[config.mk]
export PLATFORM = sky130hd
export DESIGN_NAME = rlc_sram_reader
export DESIGN_NICKNAME = d
export VERILOG_FILES = /design/src/rtl/rlc_sram_reader.sv
export SDC_FILE = /design/constraint.sdc
export NUM_CORES = 1
export LEC_CHECK = 0
export BUFFER_PORTS_ARGS = -buffer_cell sky130_fd_sc_hd__buf_2
export CELL_PAD_IN_SITES_DETAIL_PLACEMENT = 1
export CELL_PAD_IN_SITES_GLOBAL_PLACEMENT = 1
export CORE_AREA = 2 2 186 188
export CTS_CLUSTER_SIZE = 20
export DETAILED_ROUTE_END_ITERATION = 8
export DIE_AREA = 0 0 188 190
export PLACE_DENSITY = 0.81
export SYNTH_ARGS = -nofsm -noshare
export SYNTH_HDL_FRONTEND = slang
export SYNTH_SLANG_ARGS = --single-unit
[constraint.sdc]
create_clock -name clk -period 10.5 [get_ports clk]
set_input_delay 0.525 -clock clk [delete_from_list [all_inputs] [get_ports clk]]
set_output_delay 0.525 -clock clk [all_outputs]
set_load 0.05 [all_outputs]
[src/rtl/rlc_sram_reader.sv]
// RLC SRAM reader: fetches one packed 99-bit RLC word per block, unpacks it,
// counts live (R,L) pairs and streams the result over valid/ready.
//
// state | meaning
// IDLE  | waiting for start; start issues the read of address 0
// RUN   | issuing reads whenever the output buffer has room
// DRAIN | all reads issued; emptying the buffer
// DONE  | one-cycle done pulse, then back to IDLE
module rlc_sram_reader #(
    parameter int NUM_BLOCKS = 1729,
    parameter int ADDR_W     = 11,
    parameter int DATA_W     = 99,
    parameter int DEPTH      = 2
) (
    input  logic              clk,
    input  logic              srst,
    input  logic              start,
    output logic              sram_ren,
    output logic [ADDR_W-1:0] sram_raddr,
    input  logic [DATA_W-1:0] sram_rdata,
    output logic              out_valid,
    input  logic              out_ready,
    output logic [10:0]       out_dc,
    output logic [23:0]       out_r,
    output logic [31:0]       out_l,
    output logic [31:0]       out_f,
    output logic [3:0]        out_pairs,
    output logic [ADDR_W-1:0] out_idx,
    output logic              out_last,
    output logic              busy,
    output logic              done
);

    // One slot beyond DEPTH absorbs the word already inside the SRAM pipe
    // when the consumer stalls, so full throughput never risks overflow.
    localparam int SLOTS = DEPTH + 1;
    localparam int PTR_W = $clog2(SLOTS);
    localparam int CNT_W = $clog2(SLOTS + 1);
    localparam logic [ADDR_W-1:0] LAST_ADDR = ADDR_W'(NUM_BLOCKS - 1);

    typedef enum logic [1:0] {S_IDLE, S_RUN, S_DRAIN, S_DONE} state_t;

    typedef struct packed {
        logic [10:0]       dc;
        logic [23:0]       r;
        logic [31:0]       l;
        logic [31:0]       f;
        logic [3:0]        pairs;
        logic [ADDR_W-1:0] idx;
        logic              last;
    } entry_t;

    state_t            state_q, state_d;
    logic [ADDR_W-1:0] issue_cnt_q, issue_cnt_d;
    logic              ren_q, ren_d;
    logic [ADDR_W-1:0] raddr_q, raddr_d;
    logic              cap_q;
    logic [ADDR_W-1:0] cap_idx_q;
    entry_t            fifo_q [SLOTS];
    logic [PTR_W-1:0]  wr_ptr_q, rd_ptr_q;
    logic [CNT_W-1:0]  count_q;
    logic              push, pop, issue, room;
    logic [CNT_W:0]    occ_sum;
    entry_t            cap_entry, head;

    function automatic logic [3:0] count_pairs(input logic [31:0] f);
        logic [3:0] n;
        n = '0;
        for (int k = 0; k < 8; k++) begin
            n = n + {3'b000, |f[4*k +: 4]};
        end
        return n;
    endfunction

    function automatic logic [PTR_W-1:0] ptr_inc(input logic [PTR_W-1:0] p);
        return (p == PTR_W'(SLOTS - 1)) ? '0 : p + 1'b1;
    endfunction

    assign out_valid = (count_q != '0);
    assign pop       = out_valid & out_ready;
    assign push      = cap_q;
    assign occ_sum   = {1'b0, count_q} + {{CNT_W{1'b0}}, ~ren_q} - {{CNT_W{1'b0}}, pop};
    assign room      = (occ_sum < (CNT_W + 1)'(DEPTH));

    always_ff @(posedge clk) begin
        if (srst) state_q <= S_IDLE;
        else      state_q <= state_d;
    end

    always_comb begin
        state_d = state_q;
        case (state_q)
            S_IDLE:  if (start) state_d = (LAST_ADDR == '0) ? S_DRAIN : S_RUN;
            S_RUN:   if (room && issue_cnt_q == LAST_ADDR) state_d = S_DRAIN;
            S_DRAIN: if (pop && head.last && count_q == CNT_W'(1) && !cap_q && ren_q)
                         state_d = S_DONE;
            S_DONE:  state_d = S_IDLE;
            default: state_d = S_IDLE;
        endcase
    end

    always_comb begin
        issue       = 1'b0;
        issue_cnt_d = issue_cnt_q;
        raddr_d     = raddr_q;
        busy        = 1'b0;
        done        = 1'b0;
        case (state_q)
            S_IDLE: begin
                if (start) begin
                    issue       = 1'b1;
                    raddr_d     = '0;
                    issue_cnt_d = ADDR_W'(1);
                end
            end
            S_RUN: begin
                busy = 1'b1;
                if (room) begin
                    issue       = 1'b1;
                    raddr_d     = issue_cnt_q;
                    issue_cnt_d = issue_cnt_q + 1'b1;
                end
            end
            S_DRAIN: busy = 1'b1;
            S_DONE:  done = 1'b1;
            default: ;
        endcase
        ren_d = ~issue;
    end

    always_ff @(posedge clk) begin
        if (srst) begin
            ren_q       <= 1'b1;
            raddr_q     <= '0;
            issue_cnt_q <= '0;
            cap_q       <= 1'b0;
            cap_idx_q   <= '0;
            wr_ptr_q    <= '0;
            rd_ptr_q    <= '0;
            count_q     <= '0;
        end else begin
            ren_q       <= ren_d;
            raddr_q     <= raddr_d;
            issue_cnt_q <= issue_cnt_d;
            cap_q       <= ~ren_q;
            cap_idx_q   <= raddr_q;
            if (push) wr_ptr_q <= ptr_inc(wr_ptr_q);
            if (pop)  rd_ptr_q <= ptr_inc(rd_ptr_q);
            count_q     <= count_q + CNT_W'(push) - CNT_W'(pop);
        end
    end

    always_comb begin
        cap_entry.dc    = sram_rdata[98:88];
        cap_entry.r     = sram_rdata[87:64];
        cap_entry.l     = sram_rdata[63:32];
        cap_entry.f     = sram_rdata[31:0];
        cap_entry.pairs = count_pairs(sram_rdata[31:0]);
        cap_entry.idx   = cap_idx_q;
        cap_entry.last  = (cap_idx_q == LAST_ADDR);
    end

    always_ff @(posedge clk) begin
        if (push) fifo_q[wr_ptr_q] <= cap_entry;
    end

    assign head       = out_valid ? fifo_q[rd_ptr_q] : '0;
    assign out_dc     = head.dc;
    assign out_r      = head.r;
    assign out_l      = head.l;
    assign out_f      = head.f;
    assign out_pairs  = head.pairs;
    assign out_idx    = head.idx;
    assign out_last   = head.last;
    assign sram_ren   = ren_q;
    assign sram_raddr = raddr_q;

endmodule

### Yosys cells after proc, flatten, opt, wreduce, memory -nomap -nowiden

Memory sizes are Yosys's and may differ from the RTL's. A register that Yosys moved wholly into a read port is not among the register bits.
Index checks and enable logic that the tools add are counted.

| operators by class | value |
|---|---|
| bitwise operators | 3 |
| order comparisons | 1 |
| add/sub/neg operators | 14 |
| mux-type cells | 22 |
| equal/unequal tests | 12 |
| reduce and logical (&&, ||, !) cells | 20 |

Operators with widths:

| kind | number |
|---|---|
| 115-bit 2-to-1 mux | 1 |
| 11-bit 2-to-1 mux | 4 |
| 11-bit one-hot mux with 2 select lines | 2 |
| 4-bit OR reduction | 8 |
| 11-bit == test, second input constant | 2 |
| 4-bit by 1-bit adder with 4-bit output | 4 |
| 2-bit 2-to-1 mux | 7 |
| 11-bit by 1-bit adder with 11-bit output, second input constant | 1 |
| 2-bit == test, second input constant | 4 |
| 2-bit != test, second input constant | 4 |
| 2-bit one-hot mux with 4 select lines | 1 |
| 2-bit by 1-bit adder with 3-bit output | 2 |
| 1-bit 2-to-1 mux | 6 |
| 3-bit AND reduction | 2 |
| 1-bit logical AND | 5 |
| 2-bit by 1-bit adder with 2-bit output, second input constant | 2 |
| 3-bit by 1-bit adder with 4-bit output | 1 |
| 2-bit by 1-bit == test with 1-bit output, second input constant | 2 |
| 2-bit nonzero test | 2 |
| 3-bit by 2-bit < comparator with 1-bit output, second input constant | 1 |
| 3-bit by 1-bit subtractor with 3-bit output | 1 |
| 1-bit by 1-bit adder with 2-bit output | 1 |
| 2-bit by 1-bit adder with 2-bit output | 1 |
| 2-bit zero test | 1 |
| other kinds (6) | 7 |

| storage, ports and cells | value |
|---|---|
| bits of input ports | 103 |
| memory bits (writable) | 345 |
| word-level logic and storage cells | 82 |
| memories | 1 |
| flip-flop bits (word level) | 43 |
| output and inout port bits | 130 |

Memories:

| memory | depth | width | rd ports | clocked after memory_dff | wr ports | line | text |
|---|---|---|---|---|---|---|---|
| fifo_q | 3 | 115 | 1 | 1 | 1 | 59 | `entry_t fifo_q [SLOTS];` |

### Depth between registers and ports, before layout

Gate-level depths: netlist (run 1).

| logic depth | value |
|---|---|
| word-level depth | 8 |
| depth in mapped cells | 10 |
| mapped depth without buffers | 10 |

### Worst setup path after synthesis (run 1)

No wires, ideal clock.

| path | value |
|---|---|
| kind | reg2reg |
| from | reg cap_q |
| to | mem fifo_q[1][0] (netlist bit), enable pin |
| path buffers | 0 |
| period minus slack after synthesis | 9550 ps |
| data arrival time | 8794 ps |
| setup time | 756 ps |
| stages on the path, launching flop included | 3 |
| data required time | 9744 ps |
| slack | 950 ps |
| cell sequence | dfxtp_1 > inv_1 > nor3b_1 |

| between the ends | value |
|---|---|
| cells in the longest elaborated chain, start to end | 2 |

RTL lines:

| element | line | text |
|---|---|---|
| start: declaration | 57 | `logic cap_q;` |
| start signal: assignment | 145 | `cap_q <= ~ren_q;` |
| 1-bit 2-to-1 mux | 164 | `if (push) fifo_q[wr_ptr_q] <= cap_entry;` |
| 1-bit 2-to-1 mux (not written as such) | 164 |  |
| end: declaration | 59 |  |

Every way passes these cells.

==> results of run 1 <==
==> routing by layer <==
metal / GRT usage (%) / vias up / routed length (um)
met4: 5.94 / 0 / 743
met1: 23.9 / 4720 / 14600
met2: 36.4 / 202 / 19000
met5: 0 / - / 0
met3: 3.15 / 52 / 1420
li1: - / 4445 / -
==> registers in the layout (all words and copies together), names as in the netlist, named ones only <==
name	count
cap_q	1
rd_ptr_q	2
wr_ptr_q	2
cap_idx_q	11
fifo_q	345
count_q	2
sram_ren	1
state_q	2
sram_raddr	11
issue_cnt_q	11
==> metrics by stage <==
stage	total power [mW]	hold WS, ns	utilization [%]
detailed placement	2.45	0.464	49.8
finish	3.98	0.191	54.2
global placement	2.43	0.462	49.8
floorplan	2.29	0.443	-
global route	4.13	0.176	54.2
CTS	4.02	0.167	54.2
==> cell families after synthesis <==
kind of cell             count (synthesis)
flip-flops                             390
AND/OR/NAND/NOR                        345
AO/OA/AOI/OAI                          140
multiplexers                           117
buffers and inverters                   75
adder cells (fa/ha/maj)                 16
XOR/XNOR                                13
==> cells in the mapped netlist (2+ instances only) <==
cell type,number
o21ai_0,14
xnor2_1,13
mux2i_1,116
nand4_1,7
nor3_1,9
nor3b_1,3
nand2_1,23
and3_1,2
clkbuf_1,41
nand3_1,15
dfxtp_1,45
inv_1,14
nor2_1,252
a21oi_1,120
buf_1,6
ha_1,11
edfxtp_1,345
buf_2,14
nor2b_1,16
or4_1,7
fa_1,5
nor4_1,6
==> path summary, 6_finish.rpt <==
check	end	slack, ns	cells after the start
worst max register to register	state_q[1]	6.80	7
worst max-delay path	out_idx[10]	6.24	7
worst min-delay path	fifo_q[1][111]	0.19	1
worst min register to register	fifo_q[1][8]	0.48	0
==> final cells by class <==
class	instances	area (um^2)	share of cell area, %
inverter	14	52.6	0.286
antenna	1	2.50	0.0136
timing repair buffer	248	1280	6.96
tap	455	569	3.09
multi-input combinational	631	3730	20.3
clock inverter	21	278	1.51
sequential	390	11300	61.2
clock buffer	56	1220	6.62
==> cell usage in the layout (no fill, tap or decap), drive strengths merged, types with 15 or more instances in the layout <==
cell	count
nor2b	16
edfxtp	345
buf	248
nand2	23
a21oi	121
nor2	252
clkbuf	56
dfxtp	45
nand3	15
mux2i	116
==> worst max-delay path, delay by kind of cell, from the launching register on <==
family | cells | cell delay (ns)
buf+inv | 3 | 1.83
compound gates | 1 | 0.06
flops | 1 | 0.72
mux | 1 | 0.17
simple gates | 2 | 0.36
==> report_power, final <==
| part | total [mW] | internal, mW | switching (mW) |
|---|---|---|---|
| clock network | 1.56 | 0.985 | 0.580 |
| logic | 0.602 | 0.159 | 0.444 |
| registers | 1.81 | 1.78 | 0.0354 |
==> results.py, run 1 <==
metrics = {
    "global_routing": {
        "grt_pass1_vias": 10000,
        "grt_overflow": 0,
        "grt_use_total_pct": 19.8,
        "grt_max_degree": 101,
        "grt_pass1_wl_um": 55200,
        "antenna_found_initial": 1,
    },
    "yosys": {
        "ys_types": 34,
        "synth-seq-cells": 390,
        "synth_fa_ha_area_share_pct": 1.56,
        "synth_seq_area_share_pct": 73.8,
        "synth_edf_count": 345,
        "yosys_warnings": 0,
        "yosysTopAreaCell": "edfxtp_1",
        "synth_compound_area_share_pct": 4.71,
        "synth_top_area_share_pct": 67.9,
        "synth.cell_area_mm2": 0.0153,
        "synth_area_leaders": "edfxtp_1, mux2i_1, nor2_1",
        "synth_top_family_by_area": "simple AND/OR/NAND/NOR gates",
        "syn-instance-count": 1096,
        "synthMuxAreaShare_pct": 7.68,
        "yosys.area_share.xor_xnor_pct": 0.746,
        "synth_simple_gate_area_share_pct": 9.57,
        "synth_ff_type": "edfxtp_1",
        "synthArstFlopShare_pct": 0,
        "syn_avg_cell_area_um2": 13.9,
        "synth_nets": 1215,
    },
    "min_path": {
        "hp-class": "input port to register",
        "min-delay-start": "sram_rdata[95]",
    },
    "layout": {
        "drive_above_1_share_pct": 23.5,
        "final_area_mm2": 0.0184,
        "instances_no_fill": 1816,
        "areaGrowthSynthToFinish_pct": 20.5,
        "fin_nets": 1446,
        "nFillCells": 3418,
    },
    "sta": {
        "final.setup.worst_slack_ns": 6.24,
        "worst_pin_slew_ns": 1.21,
        "skew_ns": 0.0189,
        "fmax_mhz": 235,
        "period_minus_slack_ns": 4.26,
        "relSlewSlack_pct": 18.3,
        "drv_slew": 0,
        "final-setup-viol-count": 0,
        "setup_tns_ns": 0,
        "hold_viol_final": 0,
        "final.period_utilization_pct": 40.6,
        "rsz0062_at_grt": "false",
    },
    "setup_path": {
        "cp-end-kind": "output pin",
        "crit_chain": "buf_4, buf_4, mux2i_1, nor2_1, a21oi_1, nor2_1, buf_2",
        "crit_arrival_ns": 3.74,
        "worst_ep_required_time_ns": 9.98,
        "slowest_stage": "buf_4",
        "cp-start-kind": "register",
        "worstPathMaxFanout": 50,
        "critPathMaxStageDelay_ns": 0.85,
        "critPathKind": "register to output pin",
    },
    "detailed_routing": {
        "drc": 0,
        "via_per_inst": 5.19,
        "drt_iter0_markers": 414,
        "totalWireLength_um": 35800,
        "wl_per_cell_um": 19.7,
        "vias": 9419,
        "dr.pass1.iters": 4,
        "ant_nets": 0,
    },
    "placed_design": {
        "gp_congestion": 0.757,
        "dpl.hpwl_um": 21700,
        "placed_area_mm2": 0.0169,
        "placedCellCount": 1738,
        "port_buffers": 232,
        "post-place-ws_ns": 6.53,
    },
    "power_and_ir_drop": {
        "power.density_mw_per_mm2": 216,
        "p_leak_nw": 6.75,
        "vdd_ir_drop_max_mv": 0.173,
    },
    "floorplan": {
        "core_mm2": 0.0339,
        "fp-row-count": 68,
        "dieArea_mm2": 0.0357,
        "initial_core_util_pct": 45.0,
        "die_w_um": 188,
        "die_h_um": 190,
        "io_pins": 233,
    },
    "status": {
        "status": "completed",
    },
    "clock_tree": {
        "cts-root-buf": "clkbuf_16",
        "cts_buffers": 42,
        "cts.path.max_buffers": 3,
        "cts_tree": "built",
        "clkSinkCount": 390,
        "clk-insertion-delay-late_ns": 0.54,
        "cts_max_level": 2,
        "cts_resized": 0,
        "ctsHoldBuffers": 0,
        "post_cts_buffers": 0,
        "clk_pin_slew_ns": 0.06,
    },
    "flow_run": {
        "drv_cap": 0,
    },
}
No activity file was read; power rests on OpenSTA's default activity.
==> run 2, diff against run 1 <==
==> config.mk (replaced) <==
export PLATFORM = sky130hd
export DESIGN_NAME = rlc_sram_reader
export DESIGN_NICKNAME = d
export VERILOG_FILES = /design/src/rtl/rlc_sram_reader.sv
export SDC_FILE = /design/constraint.sdc
export NUM_CORES = 1
export LEC_CHECK = 0
export ABC_AREA = 1
export BUFFER_PORTS_ARGS = -buffer_cell sky130_fd_sc_hd__buf_2
export CELL_PAD_IN_SITES_DETAIL_PLACEMENT = 1
export CELL_PAD_IN_SITES_GLOBAL_PLACEMENT = 1
export CORE_AREA = 2 2 199 201
export CTS_CLUSTER_SIZE = 20
export DETAILED_ROUTE_END_ITERATION = 8
export DIE_AREA = 0 0 201 203
export PLACE_DENSITY = 0.78
export SYNTH_ARGS = -nofsm -noshare
export SYNTH_HDL_FRONTEND = slang
export SYNTH_SLANG_ARGS = --single-unit
==> constraint.sdc (replaced) <==
create_clock -name clk -period 3.5 [get_ports clk]
set_input_delay 0.175 -clock clk [delete_from_list [all_inputs] [get_ports clk]]
set_output_delay 0.175 -clock clk [all_outputs]
set_load 0.05 [all_outputs]
==> results.py, run 2 <==
metrics = {
    "layout": {
        "layout_common_cells": "edfxtp_1, nand2_1, buf_2, inv_1, nand3_1",
        "fin_nets": 1737,
        "largest_register": "fifo_q",
        "final_core_util_pct": 51.4,
        "drive_above_1_share_pct": 20.2,
        "final_common_cell": "edfxtp_1",
        "areaGrowthSynthToFinish_pct": 26.2,
        "final_area_mm2": 0.0198,
        "largest_reg_flops": 345,
        "nFillCells": 4019,
    },
    "yosys": {
        "synth_seq_area_share_pct": 72.0,
        "synthMuxAreaShare_pct": 0,
        "yosys_warnings": 0,
        "synth_ff_type": "edfxtp_1",
        "synth_simple_gate_area_share_pct": 13.4,
        "syn_avg_cell_area_um2": 12.1,
        "ys_types": 34,
        "yosys.area_share.xor_xnor_pct": 0.112,
        "synth_compound_area_share_pct": 6.86,
        "syn-instance-count": 1290,
        "synthArstFlopShare_pct": 0,
        "synth_top_area_share_pct": 66.2,
        "synth.cell_area_mm2": 0.0157,
        "synth_fa_ha_area_share_pct": 1.52,
        "yosysTopAreaCell": "edfxtp_1",
        "synth_edf_count": 345,
        "synth_commonest_cells": "edfxtp_1, nand2_1, inv_1",
        "synth_most_common_cell": "edfxtp_1",
        "synth_area_leaders": "edfxtp_1, nand2_1, dfxtp_1",
        "synth-seq-cells": 390,
        "synth_top_family_by_area": "simple AND/OR/NAND/NOR gates",
        "synth_nets": 1409,
    },
    "sta": {
        "drv_slew": 0,
        "whs_ns": 0.0516,
        "final-setup-viol-count": 0,
        "worst_pin_slew_ns": 0.923,
        "skew_ns": 0.0156,
        "final.period_utilization_pct": 97.8,
        "period_minus_slack_ns": 3.42,
        "fmax_mhz": 292,
        "setup_tns_ns": 0,
        "hold_viol_final": 0,
        "relSlewSlack_pct": 38.5,
    },
    "detailed_routing": {
        "ant_nets": 0,
        "dr.pass1.iters": 5,
        "drt_iter0_markers": 570,
        "wl_per_cell_um": 19.6,
        "via_per_inst": 5.07,
        "totalWireLength_um": 42500,
        "drc": 0,
        "vias": 11000,
    },
    "floorplan": {
        "die_h_um": 203,
        "die_w_um": 201,
        "core_mm2": 0.0385,
        "io_pins": 233,
        "initial_core_util_pct": 40.7,
        "fp-row-count": 72,
        "dieArea_mm2": 0.0408,
    },
    "setup_path": {
        "critPathMaxStageDelay_ns": 0.55,
        "worst_ep_required_time_ns": 3.79,
        "critPathMostFrequentCell": "inv_1",
        "r2r-start": "count_q[1]",
        "cp-start-kind": "input port",
        "crit_arrival_ns": 3.72,
        "slowest_stage": "dlygate4sd3_1",
        "cp-end-kind": "register",
        "crit_start": "sram_rdata[7]",
        "crit_chain": "dlygate4sd3_1, buf_2, or4_4, fa_1, fa_1, inv_1, fa_1, inv_1, ha_2, inv_1, fa_2, inv_1",
        "critPathKind": "input port to register",
        "worst-path-buf-inv": 6,
        "crit_family": "adder cells",
        "worstPathMaxFanout": 3,
    },
    "global_routing": {
        "antenna_found_initial": 3,
        "grt.met2_usage_pct": 36.5,
        "use_met1_pct": 26.2,
        "use_met3_pct": 3.58,
        "grt_pass1_vias": 12100,
        "grt_use_total_pct": 20.9,
        "grt_max_degree": 117,
        "grt_pass1_wl_um": 66400,
        "grt.busiest_layer": "met2",
        "grt_overflow": 0,
    },
    "clock_tree": {
        "post_cts_buffers": 0,
        "cts_buffers": 43,
        "cts_tree": "built",
        "clk_pin_slew_ns": 0.06,
        "cts-root-buf": "clkbuf_16",
        "cts_max_level": 2,
        "cts.path.max_buffers": 3,
        "clk-insertion-delay-late_ns": 0.56,
        "clkSinkCount": 390,
    },
    "placed_design": {
        "gp_congestion": 0.812,
        "port_buffers": 232,
        "dpl.hpwl_um": 24100,
        "placed_area_mm2": 0.0174,
    },
    "min_path": {
        "hp-class": "input port to register",
        "min-delay-start": "sram_rdata[15]",
    },
    "flow_run": {
        "drv_cap": 0,
    },
    "status": {
        "status": "completed",
    },
    "power_and_ir_drop": {
        "power.density_mw_per_mm2": 754,
        "vdd_ir_drop_max_mv": 0.494,
        "p_leak_nw": 8.45,
    },
}
==> run 2: kinds of logic after synthesis <==
| group | count (synthesis) |
|---|---|
| compound gates | 148 |
| xor+xnor | 2 |
| fa+ha+maj | 16 |
| buf+inv | 239 |
| flops | 390 |
| simple gates | 495 |
==> run 2: per-stage QoR <==
step / total power, mW / setup WS (ns) / instances
2_1_floorplan: 9.29 / -0.128 / 1290
3_3_place_gp: 10.5 / -0.0974 / 1992
3_5_place_dp: 10.6 / -0.134 / 1992
4_1_cts: 15.0 / 0.00504 / 2169
5_1_grt: 15.6 / -0.00552 / 2170
6_report: 14.9 / 0.0786 / 2170
==> run 2: layer usage <==
layer	wire [um]	vias up	part of all wire, %
met1	17400	5472	41
met5	11	-	0.026
met2	21600	317	51
li1	-	5151	-
met3	2320	69	5.5
met4	1070	2	2.5
==> run 2: worst paths after layout <==
check	to	slack [ns]	cells past startpoint
worst min register to register	cap_idx_q[5]	0.44	2
worst max register to register	issue_cnt_q[5]	0.59	14
worst max-delay path	fifo_q[0][13]	0.08	12
worst min-delay path	fifo_q[2][31]	0.05	1
==> run 2: cell type report <==
class                           instances  area [um^2]  share of cell area [%]
Sequential cell                       390        11300                    57.0
Multi-Input combinational cell        661         3480                    17.6
Timing Repair Buffer                  351         2380                    12.1
Clock buffer                           55         1160                    5.89
Inverter                              171          654                    3.31
Tap cell                              518          648                    3.28
Clock inverter                         22          159                   0.804
Antenna cell                            2         5.00                  0.0253
==> run 2: timing repair <==
item | 4_1_cts | 5_1_grt
endpoints found under the setup margin | 0 | 6
hold buffers | 100 | 0
gates resized for setup | 0 | 7
endpoints found under the hold margin | 298 | 0
==> run 2: power breakdown <==
part           switching (mW)  leakage (nW)  total (mW)  internal [mW]
clock network            1.78         0.637        4.27           2.49
registers               0.156          3.50        5.52           5.36
logic                    3.90          4.32        5.10           1.19
total                    5.84          8.45        14.9           9.05
==> run 2: worst reg2reg max path: cells and delay by family (launching register included) <==
kind / cells / cell delay, ns
simple gates: 7 / 1.06
buf+inv: 3 / 0.51
flops: 1 / 0.46
fa+ha+maj: 1 / 0.41
compound gates: 3 / 0.40
==> run 3, diff against run 2 <==
--- a/config.mk
+++ b/config.mk
@@ -9,11 +9,11 @@
 export BUFFER_PORTS_ARGS = -buffer_cell sky130_fd_sc_hd__buf_2
 export CELL_PAD_IN_SITES_DETAIL_PLACEMENT = 1
 export CELL_PAD_IN_SITES_GLOBAL_PLACEMENT = 1
-export CORE_AREA = 2 2 199 201
+export CORE_AREA = 2 2 182 184
 export CTS_CLUSTER_SIZE = 20
 export DETAILED_ROUTE_END_ITERATION = 8
-export DIE_AREA = 0 0 201 203
-export PLACE_DENSITY = 0.78
+export DIE_AREA = 0 0 184 186
+export PLACE_DENSITY = 0.87
 export SYNTH_ARGS = -nofsm -noshare
 export SYNTH_HDL_FRONTEND = slang
 export SYNTH_SLANG_ARGS = --single-unit
==> constraint.sdc (replaced) <==
create_clock -name clk -period 4.27 [get_ports clk]
set_input_delay 0.2135 -clock clk [delete_from_list [all_inputs] [get_ports clk]]
set_output_delay 0.2135 -clock clk [all_outputs]
set_load 0.05 [all_outputs]
==> results.py, run 3 (same netlist as run 2, synthesis figures left out) <==
metrics = {
    "layout": {
        "largest_register": "fifo_q",
        "final_area_mm2": 0.0196,
        "drive_above_1_share_pct": 19.5,
        "layout_common_cells": "edfxtp_1, nand2_1, buf_2, inv_1, nand3_1",
        "final_core_util_pct": 60.8,
        "final_common_cell": "edfxtp_1",
        "largest_reg_flops": 345,
        "areaGrowthSynthToFinish_pct": 25.1,
        "nFillCells": 3269,
        "fin_nets": 1729,
    },
    "power_and_ir_drop": {
        "vdd_ir_drop_max_mv": 0.443,
        "p_leak_nw": 8.44,
        "power.density_mw_per_mm2": 635,
        "total_power_mw": 12.4,
        "p_switching_mw": 4.82,
        "comb_power_share_pct": 33.4,
        "clkPwrFrac_pct": 30.2,
        "switching_share_pct": 38.8,
        "p_seq_share_pct": 36.4,
        "internal_power_mw": 7.61,
    },
    "floorplan": {
        "initial_core_util_pct": 48.6,
        "io_pins": 233,
        "fp-row-count": 66,
        "die_w_um": 184,
        "dieArea_mm2": 0.0342,
        "core_mm2": 0.0322,
        "die_h_um": 186,
    },
    "sta": {
        "drv_slew": 0,
        "fmax_mhz": 267,
        "relSlewSlack_pct": 19.8,
        "rsz0062_at_grt": "false",
        "skew_ns": 0.0173,
        "whs_ns": 0.0595,
        "worst_pin_slew_ns": 1.20,
        "hold_viol_final": 0,
        "final-setup-viol-count": 0,
        "period_minus_slack_ns": 3.75,
        "final.period_utilization_pct": 87.9,
    },
    "global_routing": {
        "grt_overflow": 0,
        "antenna_found_initial": 5,
        "grt_pass1_wl_um": 66600,
        "grt_max_degree": 95,
        "grt_use_total_pct": 25.5,
        "grt_pass1_vias": 12100,
    },
    "detailed_routing": {
        "ant_nets": 0,
        "via_per_inst": 5.43,
        "totalWireLength_um": 43800,
        "drc": 0,
        "wl_per_cell_um": 21.3,
        "drt_iter0_markers": 651,
        "vias": 11200,
        "dr.pass1.iters": 6,
    },
    "setup_path": {
        "crit_arrival_ns": 4.08,
        "worst-path-buf-inv": 5,
        "critPathMaxStageDelay_ns": 0.58,
        "slowest_stage": "fa_1",
        "worst_ep_required_time_ns": 4.60,
        "cp-start-kind": "input port",
        "critPathMostFrequentCell": "fa_1",
        "crit_family": "adder cells",
        "crit_chain": "dlygate4sd3_1, buf_2, or4_1, fa_1, fa_1, inv_1, fa_1, inv_1, ha_1, inv_1, fa_1, xnor2_1",
        "critPathKind": "input port to register",
        "worstPathMaxFanout": 4,
        "r2r-start": "count_q[1]",
        "crit_start": "sram_rdata[0]",
        "cp-end-kind": "register",
    },
    "flow_run": {
        "drv_cap": 0,
    },
    "min_path": {
        "hp-class": "input port to register",
        "min-delay-start": "start",
    },
    "clock_tree": {
        "cts.path.max_buffers": 3,
        "cts_tree": "built",
        "clkSinkCount": 390,
        "clk_pin_slew_ns": 0.06,
        "cts_max_level": 2,
        "cts_buffers": 41,
        "cts-root-buf": "clkbuf_16",
        "clk-insertion-delay-late_ns": 0.52,
        "cts_resized": 0,
    },
    "placed_design": {
        "placed_area_mm2": 0.0172,
        "dpl.hpwl_um": 24400,
        "port_buffers": 232,
        "gp_congestion": 0.812,
    },
    "status": {
        "status": "completed",
    },
}
==> run 3: cell count changes in the layout (fill, tap and decap cells not counted), sizes merged <==
cell / previous run / this run
buf: 251 / 246
diode: 2 / 6
bufinv: 2 / 5
clkinv: 17 / 14
clkinvlp: 4 / 1
clkbuf: 55 / 54
dlymetal6s4s: 1 / 0
inv: 170 / 171
==> run 3: worst register-to-register path: cells and delay by family, from the launching register on <==
family | cells | cell delay (ns)
simple gates | 8 | 1.52
fa+ha+maj | 1 | 0.55
flops | 1 | 0.46
buf+inv | 2 | 0.41
compound gates | 1 | 0.13
==> run 3: cell type report <==
cell class                 instances  area, um^2  share of cell area (%)
multi-input combinational        661        3450                    17.6
inverter                         171         652                    3.33
tap                              408         510                    2.61
sequential                       390       11300                    57.5
clock buffer                      54        1200                    6.13
clock inverter                    20         220                    1.12
antenna                            6        15.0                  0.0767
timing repair buffer             345        2270                    11.6
==> run 3: stage by stage <==
step           TNS, ns  setup slack [ns]  cells
6_report             0             0.518   2055
5_1_grt              0             0.391   2053
4_1_cts              0             0.541   2049
3_5_place_dp         0             0.580   1876
3_3_place_gp         0             0.665   1876
2_1_floorplan  -267.11             -1.16   1290
==> run 3: timing repair <==
action / CTS / global route
hold buffers: 99 / 0
setup buffers: 0 / 0
hold endpoints to repair: 297 / 0
==> run 3: per-layer routing <==
| layer | vias to the layer above | global-route usage, % | part of all wire (%) |
|---|---|---|---|
| li1 | 5135 | - | - |
| met1 | 5613 | 29.9 | 39 |
| met2 | 333 | 47.2 | 53 |
| met3 | 85 | 4.34 | 5.5 |
| met4 | 0 | 8.80 | 2.6 |
| met5 | - | 0 | 0 |
==> run 3: path summary, 6_finish.rpt <==
kind | to | slack (ns) | cells after the start
worst min register to register | cap_idx_q[5] | 0.44 | 2
worst max-delay path | fifo_q[2][14] | 0.52 | 12
worst min-delay path | sram_ren | 0.06 | 4
worst max register to register | issue_cnt_q[0] | 1.09 | 12
==> run 3: power by group through the flow <==
stage | clock network (mW) | registers [mW] | logic [mW]
2_1_floorplan | 0 | 4.57 | 3.05
3_3_place_gp | 0 | 4.59 | 3.89
3_5_place_dp | 0 | 4.61 | 4.02
4_1_cts | 3.77 | 4.53 | 4.13
5_1_grt | 3.94 | 4.55 | 4.46
6_report | 3.75 | 4.53 | 4.15
